## config.mk

```make
export PLATFORM = sky130hd
export DESIGN_NAME = mem_access_unit
export DESIGN_NICKNAME = d
export VERILOG_FILES = /design/src/rtl/mem_access_unit_pkg.sv /design/src/rtl/mem_access_unit_load_align.sv /design/src/rtl/mem_access_unit.sv
export SDC_FILE = /design/constraint.sdc
export NUM_CORES = 1
export LEC_CHECK = 0
export CAP_MARGIN = 5
export CORE_MARGIN = 2
export CORE_UTILIZATION = 30
export CTS_CLUSTER_SIZE = 14
export DETAILED_ROUTE_END_ITERATION = 16
export PLACE_DENSITY = 0.61
export SYNTH_ARGS = -nofsm -noshare
export SYNTH_HDL_FRONTEND = slang
export SYNTH_SLANG_ARGS = --single-unit
```

## constraint.sdc

```tcl
create_clock -name clk -period 11.7 [get_ports clk]
set_clock_uncertainty 0.05 [all_clocks]
set_input_delay 2.925 -clock clk [delete_from_list [all_inputs] [get_ports clk]]
set_output_delay 2.925 -clock clk [all_outputs]
set_load 0.02 [all_outputs]
```

## src/rtl/mem_access_unit_pkg.sv

```systemverilog
// Shared encodings for the MEM-stage load/store unit: funct3 codes,
// FSM states and access-size decode.
package mem_access_unit_pkg;

    localparam logic [2:0] F3_B  = 3'b000;
    localparam logic [2:0] F3_H  = 3'b001;
    localparam logic [2:0] F3_W  = 3'b010;
    localparam logic [2:0] F3_BU = 3'b100;
    localparam logic [2:0] F3_HU = 3'b101;

    typedef enum logic [2:0] {
        IDLE = 3'd0,
        ACC0 = 3'd1,
        ACC1 = 3'd2,
        WAIT = 3'd3,
        RESP = 3'd4
    } state_t;

    // Access size in bytes; only meaningful for legal funct3 values.
    function automatic logic [2:0] f3_size(input logic [2:0] f3);
        case (f3[1:0])
            2'b00:   return 3'd1;
            2'b01:   return 3'd2;
            default: return 3'd4;
        endcase
    endfunction

    // Stores have no unsigned variants.
    function automatic logic f3_legal(input logic [2:0] f3, input logic we);
        case (f3)
            F3_B, F3_H, F3_W: return 1'b1;
            F3_BU, F3_HU:     return !we;
            default:          return 1'b0;
        endcase
    endfunction

endpackage

```

## src/rtl/mem_access_unit_load_align.sv

```systemverilog
// Combinational load alignment: shifts the addressed bytes down to bit 0
// (spanning two words for split accesses) and sign/zero-extends them.
module mem_load_align
    import mem_access_unit_pkg::*;
(
    input  logic [31:0] lo,
    input  logic [31:0] hi,
    input  logic [1:0]  off,
    input  logic [2:0]  funct3,
    input  logic        split,
    output logic [31:0] result
);

    logic [5:0]  shamt;
    logic [31:0] sh;

    always_comb begin
        shamt  = {1'b0, off, 3'b000};
        sh     = split ? 32'({hi, lo} >> shamt) : (lo >> shamt);
        result = sh;
        case (funct3)
            F3_B:    result = {{24{sh[7]}}, sh[7:0]};
            F3_H:    result = {{16{sh[15]}}, sh[15:0]};
            F3_BU:   result = {24'b0, sh[7:0]};
            F3_HU:   result = {16'b0, sh[15:0]};
            default: result = sh;
        endcase
    end

endmodule

```

## src/rtl/mem_access_unit.sv

```systemverilog
// MEM-stage load/store unit: one outstanding byte-addressed request, split
// into one or two word beats against a 1-cycle-latency byte-lane memory.
module mem_access_unit
    import mem_access_unit_pkg::*;
#(
    parameter int ADDR_WIDTH = 9
) (
    input  logic                  clk,
    input  logic                  rst,
    input  logic                  req_valid,
    output logic                  req_ready,
    input  logic                  req_we,
    input  logic [2:0]            req_funct3,
    input  logic [31:0]           req_addr,
    input  logic [31:0]           req_wdata,
    output logic                  resp_valid,
    input  logic                  resp_ready,
    output logic [31:0]           resp_rdata,
    output logic                  resp_fault,
    output logic [ADDR_WIDTH-1:0] mem_addr,
    output logic                  mem_we,
    output logic                  mem_re,
    output logic [3:0]            mem_byte_sel,
    output logic [31:0]           mem_wdata,
    input  logic [31:0]           mem_rdata
);

    state_t state, nxt;

    // Request decode, evaluated only when the request is accepted.
    logic [1:0]            off;
    logic [ADDR_WIDTH-1:0] word;
    logic [2:0]            size;
    logic                  split;
    logic                  req_fault;
    logic [7:0]            base_mask, lane_mask;
    logic [5:0]            wshamt;
    logic [31:0]           wrot;

    always_comb begin
        off       = req_addr[1:0];
        word      = req_addr[ADDR_WIDTH+1:2];
        size      = f3_size(req_funct3);
        split     = ({1'b0, off} + size) > 3'd4;
        req_fault = (req_addr[31:ADDR_WIDTH+2] != '0) || !f3_legal(req_funct3, req_we)
                    || (split && (&word));
        case (size)
            3'd1:    base_mask = 8'h01;
            3'd2:    base_mask = 8'h03;
            default: base_mask = 8'h0F;
        endcase
        lane_mask = base_mask << off;
        wshamt    = {1'b0, off, 3'b000};
        wrot      = (req_wdata << wshamt) | (req_wdata >> (6'd32 - wshamt));
    end

    // Registered copy of the accepted request.
    logic                  r_we;
    logic [2:0]            r_f3;
    logic [1:0]            r_off;
    logic [ADDR_WIDTH-1:0] r_word;
    logic                  r_split;
    logic [7:0]            r_mask;
    logic [31:0]           r_wdata;
    logic [31:0]           lo_buf;
    logic [31:0]           load_res;
    logic [31:0]           align_lo;

    assign align_lo = r_split ? lo_buf : mem_rdata;

    mem_load_align u_align (
        .lo     (align_lo),
        .hi     (mem_rdata),
        .off    (r_off),
        .funct3 (r_f3),
        .split  (r_split),
        .result (load_res)
    );

    always_comb begin
        nxt          = state;
        req_ready    = 1'b0;
        resp_valid   = 1'b0;
        mem_we       = 1'b0;
        mem_re       = 1'b0;
        mem_byte_sel = 4'b0;
        mem_addr     = '0;
        case (state)
            IDLE: begin
                req_ready = 1'b1;
                if (req_valid) nxt = req_fault ? RESP : ACC0;
            end
            ACC0: begin
                mem_we       = r_we;
                mem_re       = !r_we;
                mem_byte_sel = r_mask[3:0];
                mem_addr     = r_word;
                nxt          = r_split ? ACC1 : (r_we ? RESP : WAIT);
            end
            ACC1: begin
                mem_we       = r_we;
                mem_re       = !r_we;
                mem_byte_sel = r_mask[7:4];
                mem_addr     = r_word + ADDR_WIDTH'(1);
                nxt          = r_we ? RESP : WAIT;
            end
            WAIT: nxt = RESP;
            RESP: begin
                resp_valid = 1'b1;
                if (resp_ready) nxt = IDLE;
            end
            default: nxt = IDLE;
        endcase
    end

    always_ff @(posedge clk or posedge rst) begin
        if (rst) begin
            state      <= IDLE;
            r_we       <= 1'b0;
            r_f3       <= 3'b0;
            r_off      <= 2'b0;
            r_word     <= '0;
            r_split    <= 1'b0;
            r_mask     <= 8'b0;
            r_wdata    <= 32'b0;
            lo_buf     <= 32'b0;
            resp_rdata <= 32'b0;
            resp_fault <= 1'b0;
        end else begin
            state <= nxt;
            if (state == IDLE && req_valid) begin
                r_we    <= req_we;
                r_f3    <= req_funct3;
                r_off   <= off;
                r_word  <= word;
                r_split <= split;
                r_mask  <= lane_mask;
                r_wdata <= wrot;
            end
            // Beat0 read data arrives during ACC1; hold it for the merge.
            if (state == ACC1 && !r_we) lo_buf <= mem_rdata;
            // Response payload is latched once on entry to RESP and held.
            if (nxt == RESP && state != RESP) begin
                resp_fault <= (state == IDLE);
                resp_rdata <= (state == WAIT) ? load_res : 32'b0;
            end
        end
    end

    assign mem_wdata = r_wdata;

endmodule

```

======== Yosys cells after proc, flatten, opt, wreduce, memory -nomap -nowiden ========
Index checks and enable logic that the tools add are counted.
cells by class
  eq/ne operators ......................... 16
  $lt $le $gt $ge ......................... 1
  shift-type cells ........................ 5
  add/sub/neg operators ................... 3
  bitwise operators ....................... 1
  reduce and logical (&&, ||, !) cells .... 18
  mux-type cells .......................... 19
operator list
  operator                                             number
  case mux 32 bit (4 select lines)                     1
  2-to-1 mux 32 bit                                    3
  right shift 64 x 5 -> 32 bit                         1
  OR 32 bit                                            1
  << shifter 32 x 5 -> 32 bit                          1
  right shift 32 x 5 -> 32 bit                         1
  right shift 32 x 6 -> 32 bit                         1
  nonzero test 21 bit                                  1
  equality test 3 bit, second input constant           6
  case mux 9 bit (2 select lines)                      1
  case mux 4 bit (2 select lines)                      2
  2-to-1 mux 3 bit                                     5
  case mux 3 bit (5 select lines)                      1
  equality test 3 x 1 -> 1 bit, second input constant  4
  equality test 3 x 2 -> 1 bit, second input constant  4
  adder 9 x 1 -> 9 bit, second input constant          1
  logical NOT 3 bit                                    3
  AND reduction 9 bit                                  1
  << shifter 8 x 2 -> 8 bit                            1
  case mux 3 bit (2 select lines)                      1
  subtractor 6 x 5 -> 6 bit, first input constant      1
  logical AND 1 bit                                    4
  2-to-1 mux 1 bit                                     4
  OR reduction 2 bit                                   2
  9 further kinds                                      12
word-level totals
  bits in registers ....................... 124
  word-level logic and storage cells ...... 74
  bits of input ports ..................... 104
  output and inout bits ................... 82

======== Depth between registers and ports, before layout ========
Gate-level depths: netlist of the first run.
  depth after elaboration ................. 11
  mapped depth ............................ 11

======== Hierarchy ========
A second synthesis of the first run with hierarchy kept.
unflattened totals
  cells, all modules ...................... 822
  area total of the unflattened synthesis .. 7890.1 um2
by module, submodules not included
  module           cells each  instances  area an instance (um2)  sequential area each (um2)
  mem_access_unit  666         1          6804.0                  3078.0
  mem_load_align   156         1          1086.0                  0.0

======== Worst setup path before layout of the first run ========
Ideal clock, no wire load.
  path type ............................... input to register
  start ................................... input port req_addr[0]
  end ..................................... register r_wdata[10] (netlist: mem_wdata[10])
  cell stages on the path ................. 9
  path slack .............................. 6405 ps
  arrival time ............................ 5162 ps
  path through ............................ clkbuf_1 -> inv_1 -> clkbuf_1 -> ha_1 -> o21ai_1 -> and2_1 -> clkbuf_1 -> a221oi_1 -> o21ai_0
between the ends
  cells in the longest elaborated chain, start to end .. 3
RTL lines
  what                          RTL line                text
  start: declaration            mem_access_unit.sv:14   input logic [31:0] req_addr,
  subtractor 6 x 5 -> 6 bit     mem_access_unit.sv:54   wrot = (req_wdata << wshamt) | (req_wdata >> (6'd32 - wshamt));
  right shift 32 x 6 -> 32 bit  mem_access_unit.sv:54
  OR 32 bit *                   mem_access_unit.sv:54
  end signal: assignment        mem_access_unit.sv:138  r_wdata <= wrot;
  end: declaration              mem_access_unit.sv:64   logic [31:0] r_wdata;
Mark *: on every way between the ends. The rest lies on a longest branch, timed or not.
A chain may end at the register's enable or synchronous reset.

======== Final worst setup path of the first run ========
  start ................................... input port req_addr[1]
  end ..................................... register resp_rdata[29]
between the ends
  cells in the longest elaborated chain, start to end .. 9
RTL lines
  what                             RTL line                text
  adder 2 x 3 -> 3 bit             mem_access_unit.sv:44   split = ({1'b0, off} + size) > 3'd4;
  > comparator 3 bit               mem_access_unit.sv:44
  logical AND 1 bit                mem_access_unit.sv:46   || (split && (&word));
  logical OR 1 bit                 mem_access_unit.sv:46
  2-to-1 mux 3 bit (2 in series)   mem_access_unit.sv:91   if (req_valid) nxt = req_fault ? RESP : ACC0;
  case mux 3 bit (5 select lines)  mem_access_unit.sv:88   case (state)
  equality test 3 bit              mem_access_unit.sv:143  if (nxt == RESP && state != RESP) begin
  logical AND 1 bit                mem_access_unit.sv:143
  end signal: assignment           mem_access_unit.sv:145  resp_rdata <= (state == WAIT) ? load_res : 32'b0;
  end: declaration                 mem_access_unit.sv:18   output logic [31:0] resp_rdata,
Every way passes these cells.

==> results_dict.tcl, run 1 <==
set metrics [dict create \
    worst_skew_pair.late_latency_ns 0.43 \
    end_kind "register" \
    reg2reg_to "resp_rdata[29]$_DFFE_PP0P_" \
    grt_use_met1_pct 24.1 \
    synth_area_per_cell_um2 9.78 \
    path_class "in -> reg" \
    grt_max_degree 88 \
    leakagePower_nw 4.03 \
    vias 6540 \
    vdd.ir_drop.worst_uv 69.2 \
    firstDrtPassIters 5 \
    final_antenna_net_count 0 \
    drc_errors 0 \
    switchingPower_mw 0.506 \
    synth_top_cell_area_share_pct 42.9 \
    gp_congestion 0.810 \
    synth-seq-cells 123 \
    whs_path_depth 1 \
    antenna_found_initial 0 \
    grt_remaining_overflow 0 \
    clockPowerShare_pct 34.9 \
    max_stage_delay_ns 0.92 \
    post-dp-hpwl_mm 15.5 \
    critPathMaxFanout 33 \
    fin_area_mm2 0.00983 \
    setup_viol 0 \
    numCtsBuffers 17 \
    min_period_over_period_pct 53.1 \
    critPathTopFamily "compound AO/OA/AOI/OAI gates" \
    wl_mm 22.6 \
    relSlewSlack_pct 24.0 \
    avgRoutedWirePerCell_um 18.5 \
    io_buffers 185 \
    status "completed" \
    globalRoute.busiestLayer "met2" \
    synthArstFlopShare_pct 100 \
    clk_pin_slew_ns 0.06 \
    max_freq_mhz 161 \
    grt_setup_unrepaired "no" \
    pwr-share-seq_pct 35.5 \
    nNetsFinal 999 \
    pre_cts_slack_ns 5.03 \
    mostFrequentLayoutCells "185 x clkdlybuf4s50_1, 122 x dfrtp_1, 103 x nand2_1" \
    synthToLayoutAreaGrowth_pct 36.9 \
    worst-endpoint-required_ns 12.01 \
    ys_top_cells_by_area "dfrtp_1 43%, mux2i_1 7.9%, mux2_2 6.7%" \
    use_met2_pct 28.5 \
    start_util_pct 30.6 \
    post_dp_cell_area_mm2 0.00927 \
    cts_hold_buffers 0 \
    clk_root_buffer_cell "clkbuf_16" \
    worst_slack_ns 5.49 \
    grt_pass1_wl_mm 35.7 \
    whs_endpoint "r_mask[3]$_DFFE_PP0P_" \
    synth_edf_count 0 \
    first_global_vias 6331 \
    worst_pin_slew_ns 1.14 \
    nFillCells 2224 \
    grt_use_total_pct 17.9 \
    internal_power_mw 0.965 \
    dieArea_mm2 0.0252 \
    crit_path_cell_trace "clkdlybuf4s50_1 > buf_4 > inv_1 > fa_1 > xor2_1 > a21oi_1 > a311oi_1 > a21bo_1 > a22o_1" \
    worst_setup_path_start_kind "input pin" \
    synth_flop_cell "dfrtp_1" \
    vias_per_cell 5.36 \
    ys_seq_area_share_pct 42.9 \
    grtUsageMet3_pct 4.00 \
    ys.warnings.count 0 \
    drv_cap 0 \
    finalHoldViolations 0 \
    die_h_um 159 \
    cts_tree "built" \
    htreeDepth 4 \
    power_frac_comb_pct 29.6 \
    fp.dieW_um 159 \
    hp-class "reg -> reg" \
    critPathSlowestCell "a21bo_1" \
    yosysTopAreaCell "dfrtp_1" \
    ys_types 49 \
    syn_area_mm2 0.00718 \
    syn_nets 844 \
    cts_resized 0 \
    syn_inst 734 \
    coreArea_mm2 0.0235 \
    cts_setup_buffers 0 \
    drive_above_1_share_pct 11.3 \
    diodes 0 \
    drv_slew 0 \
    drtIter0Drc 452 \
    power_density_mw_per_mm2 150 \
    cts_buffer_depth 2 \
    crit_buf_inv 3 \
    final_common_cell "clkdlybuf4s50_1" \
    r2r_slack_ns 8.82 \
    rr_worst_depth 6 \
    rr_startpoint "r_split$_DFFE_PP0P_" \
    period_minus_slack_ns 6.21 \
    io_pins 186 \
    rows 56 \
    cp.arrival_ns 6.52 \
    swShare_pct 34.4 \
    numClockSinks 123 \
    hold_start "r_mask[3]$_DFFE_PP0P_" \
    fin_tns_setup_ns 0 \
]
==> metrics by stage <==
step	power (mW)	cells	utilization, %	hold slack, ns
floorplan	0.789	734	-	0.390
global placement	0.963	1189	39.5	0.405
detailed placement	0.966	1189	39.5	0.411
CTS	1.48	1221	41.9	0.424
global route	1.55	1221	41.9	0.445
finish	1.47	1221	41.9	0.421
==> sequential cells by signal (all words and copies together) (netlist names) <==
name	flops
state	3
lo_buf	32
r_off	2
mem_wdata	32
r_we	1
r_word	9
resp_fault	1
r_mask	7
resp_rdata	32
r_split	1
r_f3	3
==> layout make-up <==
cell class / instances / area [um2] / share of cell area (%)
multi-input cells: 540 / 3810 / 38.7
clock inverters: 15 / 141 / 1.44
inverters: 11 / 43.8 / 0.445
clock buffers: 17 / 425 / 4.33
flip-flops and latches: 123 / 3080 / 31.3
repair buffers: 196 / 1930 / 19.7
well taps: 319 / 399 / 4.06
==> worst register-to-register path: stages, from the launching register on <==
cell	delay [ns]
dfrtp_2	0.34
buf_4	0.54
nand3b_1	0.20
a21oi_1	0.10
a311oi_1	0.35
a21bo_1	0.92
a22o_1	0.32
==> per-layer routing <==
layer	routed length, um	part of all wire (%)	vias up
li1	-	-	3072
met1	10200	45	3177
met2	10500	47	264
met3	1540	6.8	27
met4	365	1.6	0
met5	0	0	-
==> power by group through the flow <==
| stage | Sequential (mW) | Clock (mW) | Combinational (mW) |
|---|---|---|---|
| 6_report | 0.522 | 0.514 | 0.435 |
| 5_1_grt | 0.528 | 0.545 | 0.474 |
| 4_1_cts | 0.521 | 0.523 | 0.440 |
| 3_5_place_dp | 0.527 | 0 | 0.438 |
| 3_3_place_gp | 0.528 | 0 | 0.435 |
| 2_1_floorplan | 0.542 | 0 | 0.247 |
==> logic make-up (layout without fill, tap and decap cells) <==
logic type | after synthesis | count (layout) | synth area share [%]
AOI/OAI and AO/OA | 218 | 218 | 21.0
and+or+nand+nor | 202 | 202 | 12.5
DFF | 123 | 123 | 42.9
muxes | 112 | 112 | 18.0
buffers and inverters | 71 | 239 | 4.22
adders and majority gates | 6 | 6 | 1.15
xor gates and xnor gates | 2 | 2 | 0.244
==> worst max-delay path by stage <==
| stage | endpoint | slack, ns | from | cells past startpoint |
|---|---|---|---|---|
| floorplan | lo_buf[0]$_DFFE_PP0P_ | 5.45 | rst | 1 |
| global route | resp_fault$_DFFE_PP0P_ | 5.28 | req_addr[1] | 9 |
| global placement | resp_rdata[18]$_DFFE_PP0P_ | 5.12 | req_addr[1] | 9 |
| finish | resp_rdata[29]$_DFFE_PP0P_ | 5.49 | req_addr[1] | 9 |
| detailed placement | resp_rdata[14]$_DFFE_PP0P_ | 5.03 | req_addr[1] | 9 |
| CTS | resp_rdata[29]$_DFFE_PP0P_ | 5.51 | req_addr[1] | 9 |
==> synth_stat cells (5+ instances only) <==
| library cell | n |
|---|---|
| mux2i_1 | 57 |
| dfrtp_1 | 123 |
| a31oi_1 | 9 |
| o21ai_0 | 50 |
| a22o_1 | 28 |
| o31ai_1 | 12 |
| o2bb2ai_1 | 9 |
| mux2_2 | 43 |
| nor3_1 | 13 |
| nand2_1 | 104 |
| buf_2 | 17 |
| nor4_1 | 5 |
| mux4_2 | 9 |
| o221ai_1 | 16 |
| a21oi_1 | 40 |
| and3_1 | 8 |
| a22oi_1 | 13 |
| clkbuf_1 | 39 |
| a221oi_1 | 25 |
| inv_1 | 11 |
| ha_1 | 5 |
| nor2_1 | 42 |
Power figures use the tool's default switching activity.
==> run 2: changes to the inputs <==
==> constraint.sdc (replaced) <==
create_clock -name clk -period 5.92 [get_ports clk]
set_clock_uncertainty 0.05 [all_clocks]
set_input_delay 1.48 -clock clk [delete_from_list [all_inputs] [get_ports clk]]
set_output_delay 1.48 -clock clk [all_outputs]
set_load 0.02 [all_outputs]
==> run 2 against run 1 <==
Compared with the run above:
- flip-flop and latch count is the same
- global-route usage increased by 0.16 points
- register-to-register slack got worse by 6.1 ns
- largest power group unchanged
- highest routed layer unchanged
- sequential share of layout area fell by 0.072 points
- final area up 0.23%
==> results_dict.tcl, run 2 (synthesis gave the netlist of run 1 again) <==
set metrics [dict create \
    grt_pass1_wl_mm 36.3 \
    firstDrtPassIters 5 \
    worst_pin_slew_ns 0.989 \
    drtIter0Drc 538 \
    hold_start "r_mask[3]$_DFFE_PP0P_" \
    wl_mm 22.8 \
    cts_tree "built" \
    cts_resized 0 \
    vias 6495 \
    fin_total_pwr_mw 2.91 \
    avgRoutedWirePerCell_um 18.6 \
    critPathSlowestCell "nor3b_2" \
    min_period_over_period_pct 72.0 \
    cts_setup_buffers 0 \
    drv_slew 0 \
    drc_errors 0 \
    clk_pin_slew_ns 0.07 \
    leakagePower_nw 4.05 \
    cp.arrival_ns 2.73 \
    whs_endpoint "r_mask[3]$_DFFE_PP0P_" \
    synthToLayoutAreaGrowth_pct 37.3 \
    cts_hold_buffers 0 \
    r2r_slack_ns 2.77 \
    mostFrequentLayoutCells "185 x clkdlybuf4s50_1, 122 x dfrtp_1, 103 x nand2_1" \
    critPathMaxFanout 16 \
    fin_area_mm2 0.00986 \
    whs_path_depth 1 \
    hp-class "reg -> reg" \
    worst_setup_path_start_kind "register" \
    status "completed" \
    cts_buffer_depth 2 \
    max_stage_delay_ns 0.81 \
    max_freq_mhz 235 \
    io_buffers 185 \
    final_common_cell "clkdlybuf4s50_1" \
    drive_above_1_share_pct 11.5 \
    dieArea_mm2 0.0252 \
    fin_tns_setup_ns 0 \
    end_kind "primary output" \
    period_minus_slack_ns 4.26 \
    path_class "reg -> out" \
    vias_per_cell 5.31 \
    setup_viol 0 \
    grt_remaining_overflow 0 \
    reg2reg_to "resp_rdata[16]$_DFFE_PP0P_" \
    nNetsFinal 1002 \
    whs_ns 0.421 \
    power_density_mw_per_mm2 295 \
    post_dp_cell_area_mm2 0.00929 \
    io_pins 186 \
    numClockSinks 123 \
    fp.dieW_um 159 \
    relSlewSlack_pct 34.1 \
    grt_max_degree 54 \
    antenna_found_initial 0 \
    drv_cap 0 \
    rows 56 \
    rr_worst_depth 6 \
    grt_setup_unrepaired "no" \
    worst_skew_pair.late_latency_ns 0.42 \
    rr_startpoint "r_split$_DFFE_PP0P_" \
    worst-endpoint-required_ns 4.39 \
    start_util_pct 30.6 \
    diodes 0 \
    coreArea_mm2 0.0235 \
    vdd.ir_drop.worst_uv 159 \
    crit_path_cell_trace "nor3b_2 > o21ai_0 > o41ai_1 > clkdlybuf4s50_1" \
    finalHoldViolations 0 \
    gp_congestion 0.830 \
    first_global_vias 6269 \
    post-dp-hpwl_mm 15.8 \
    final_antenna_net_count 0 \
    die_h_um 159 \
    numCtsBuffers 17 \
    htreeDepth 4 \
    grt_use_total_pct 18.0 \
    clk_root_buffer_cell "clkbuf_16" \
]
run 2: cell count changes in the layout (fill, tap and decap cells not counted), sizes merged:
| cell | change |
|---|---|
| buf | +3 |
| clkinv | +1 |
| inv | -1 |
| clkbuf | +1 |
| clkinvlp | -1 |
run 2: critical path, delay by kind of cell (launching register included):
kind	cells	cell delay (ns)
buffers and inverters	1	0.67
AO/OA/AOI/OAI	2	0.32
AND/OR/NAND/NOR	1	0.81
flip-flops	1	0.51
run 2: area by class of cell:
type                    count  area (um2)
clock buffers              18         429
clock inverters            14         138
fillers                  2261       13600
inverters                  11        43.8
multi-input cells         540        3810
flip-flops and latches    123        3080
well taps                 319         399
repair buffers            199        1960
run 2: where the power goes:
group          internal (mW)  total (mW)  switching [mW]
registers              0.937        1.05           0.112
logic                  0.387       0.846           0.460
clock network          0.587        1.01           0.427
total                   1.91        2.91            1.00
run 2: how the worst max path moves through the flow:
stage / start / endpoint / cells past startpoint
after floorplan: rst / lo_buf[0]$_DFFE_PP0P_ / 1
after global placement: req_addr[1] / resp_rdata[20]$_DFFE_PP0P_ / 11
after detailed placement: req_addr[1] / resp_rdata[16]$_DFFE_PP0P_ / 11
after CTS: state[0]$_DFF_PP0_ / mem_re / 4
after global routing: state[0]$_DFF_PP0_ / mem_re / 4
final: state[0]$_DFF_PP0_ / mem_addr[5] / 4
run 2: through the flow:
stage                     instances  util [%]  worst slack (ns)
after floorplan                 734         -              1.12
after global placement         1192      39.6              1.45
after detailed placement       1192      39.6              1.39
after CTS                      1224      42.0              1.66
after global routing           1224      42.0              1.47
final                          1224      42.0              1.66
run 2: layer usage:
| layer | vias to the layer above | routed length, um | track usage, % |
|---|---|---|---|
| li1 | 3081 | - | - |
| met1 | 3159 | 10700 | 25.0 |
| met2 | 232 | 10400 | 27.9 |
| met3 | 23 | 1430 | 4.73 |
| met4 | 0 | 294 | 4.71 |
| met5 | - | 0 | 0 |
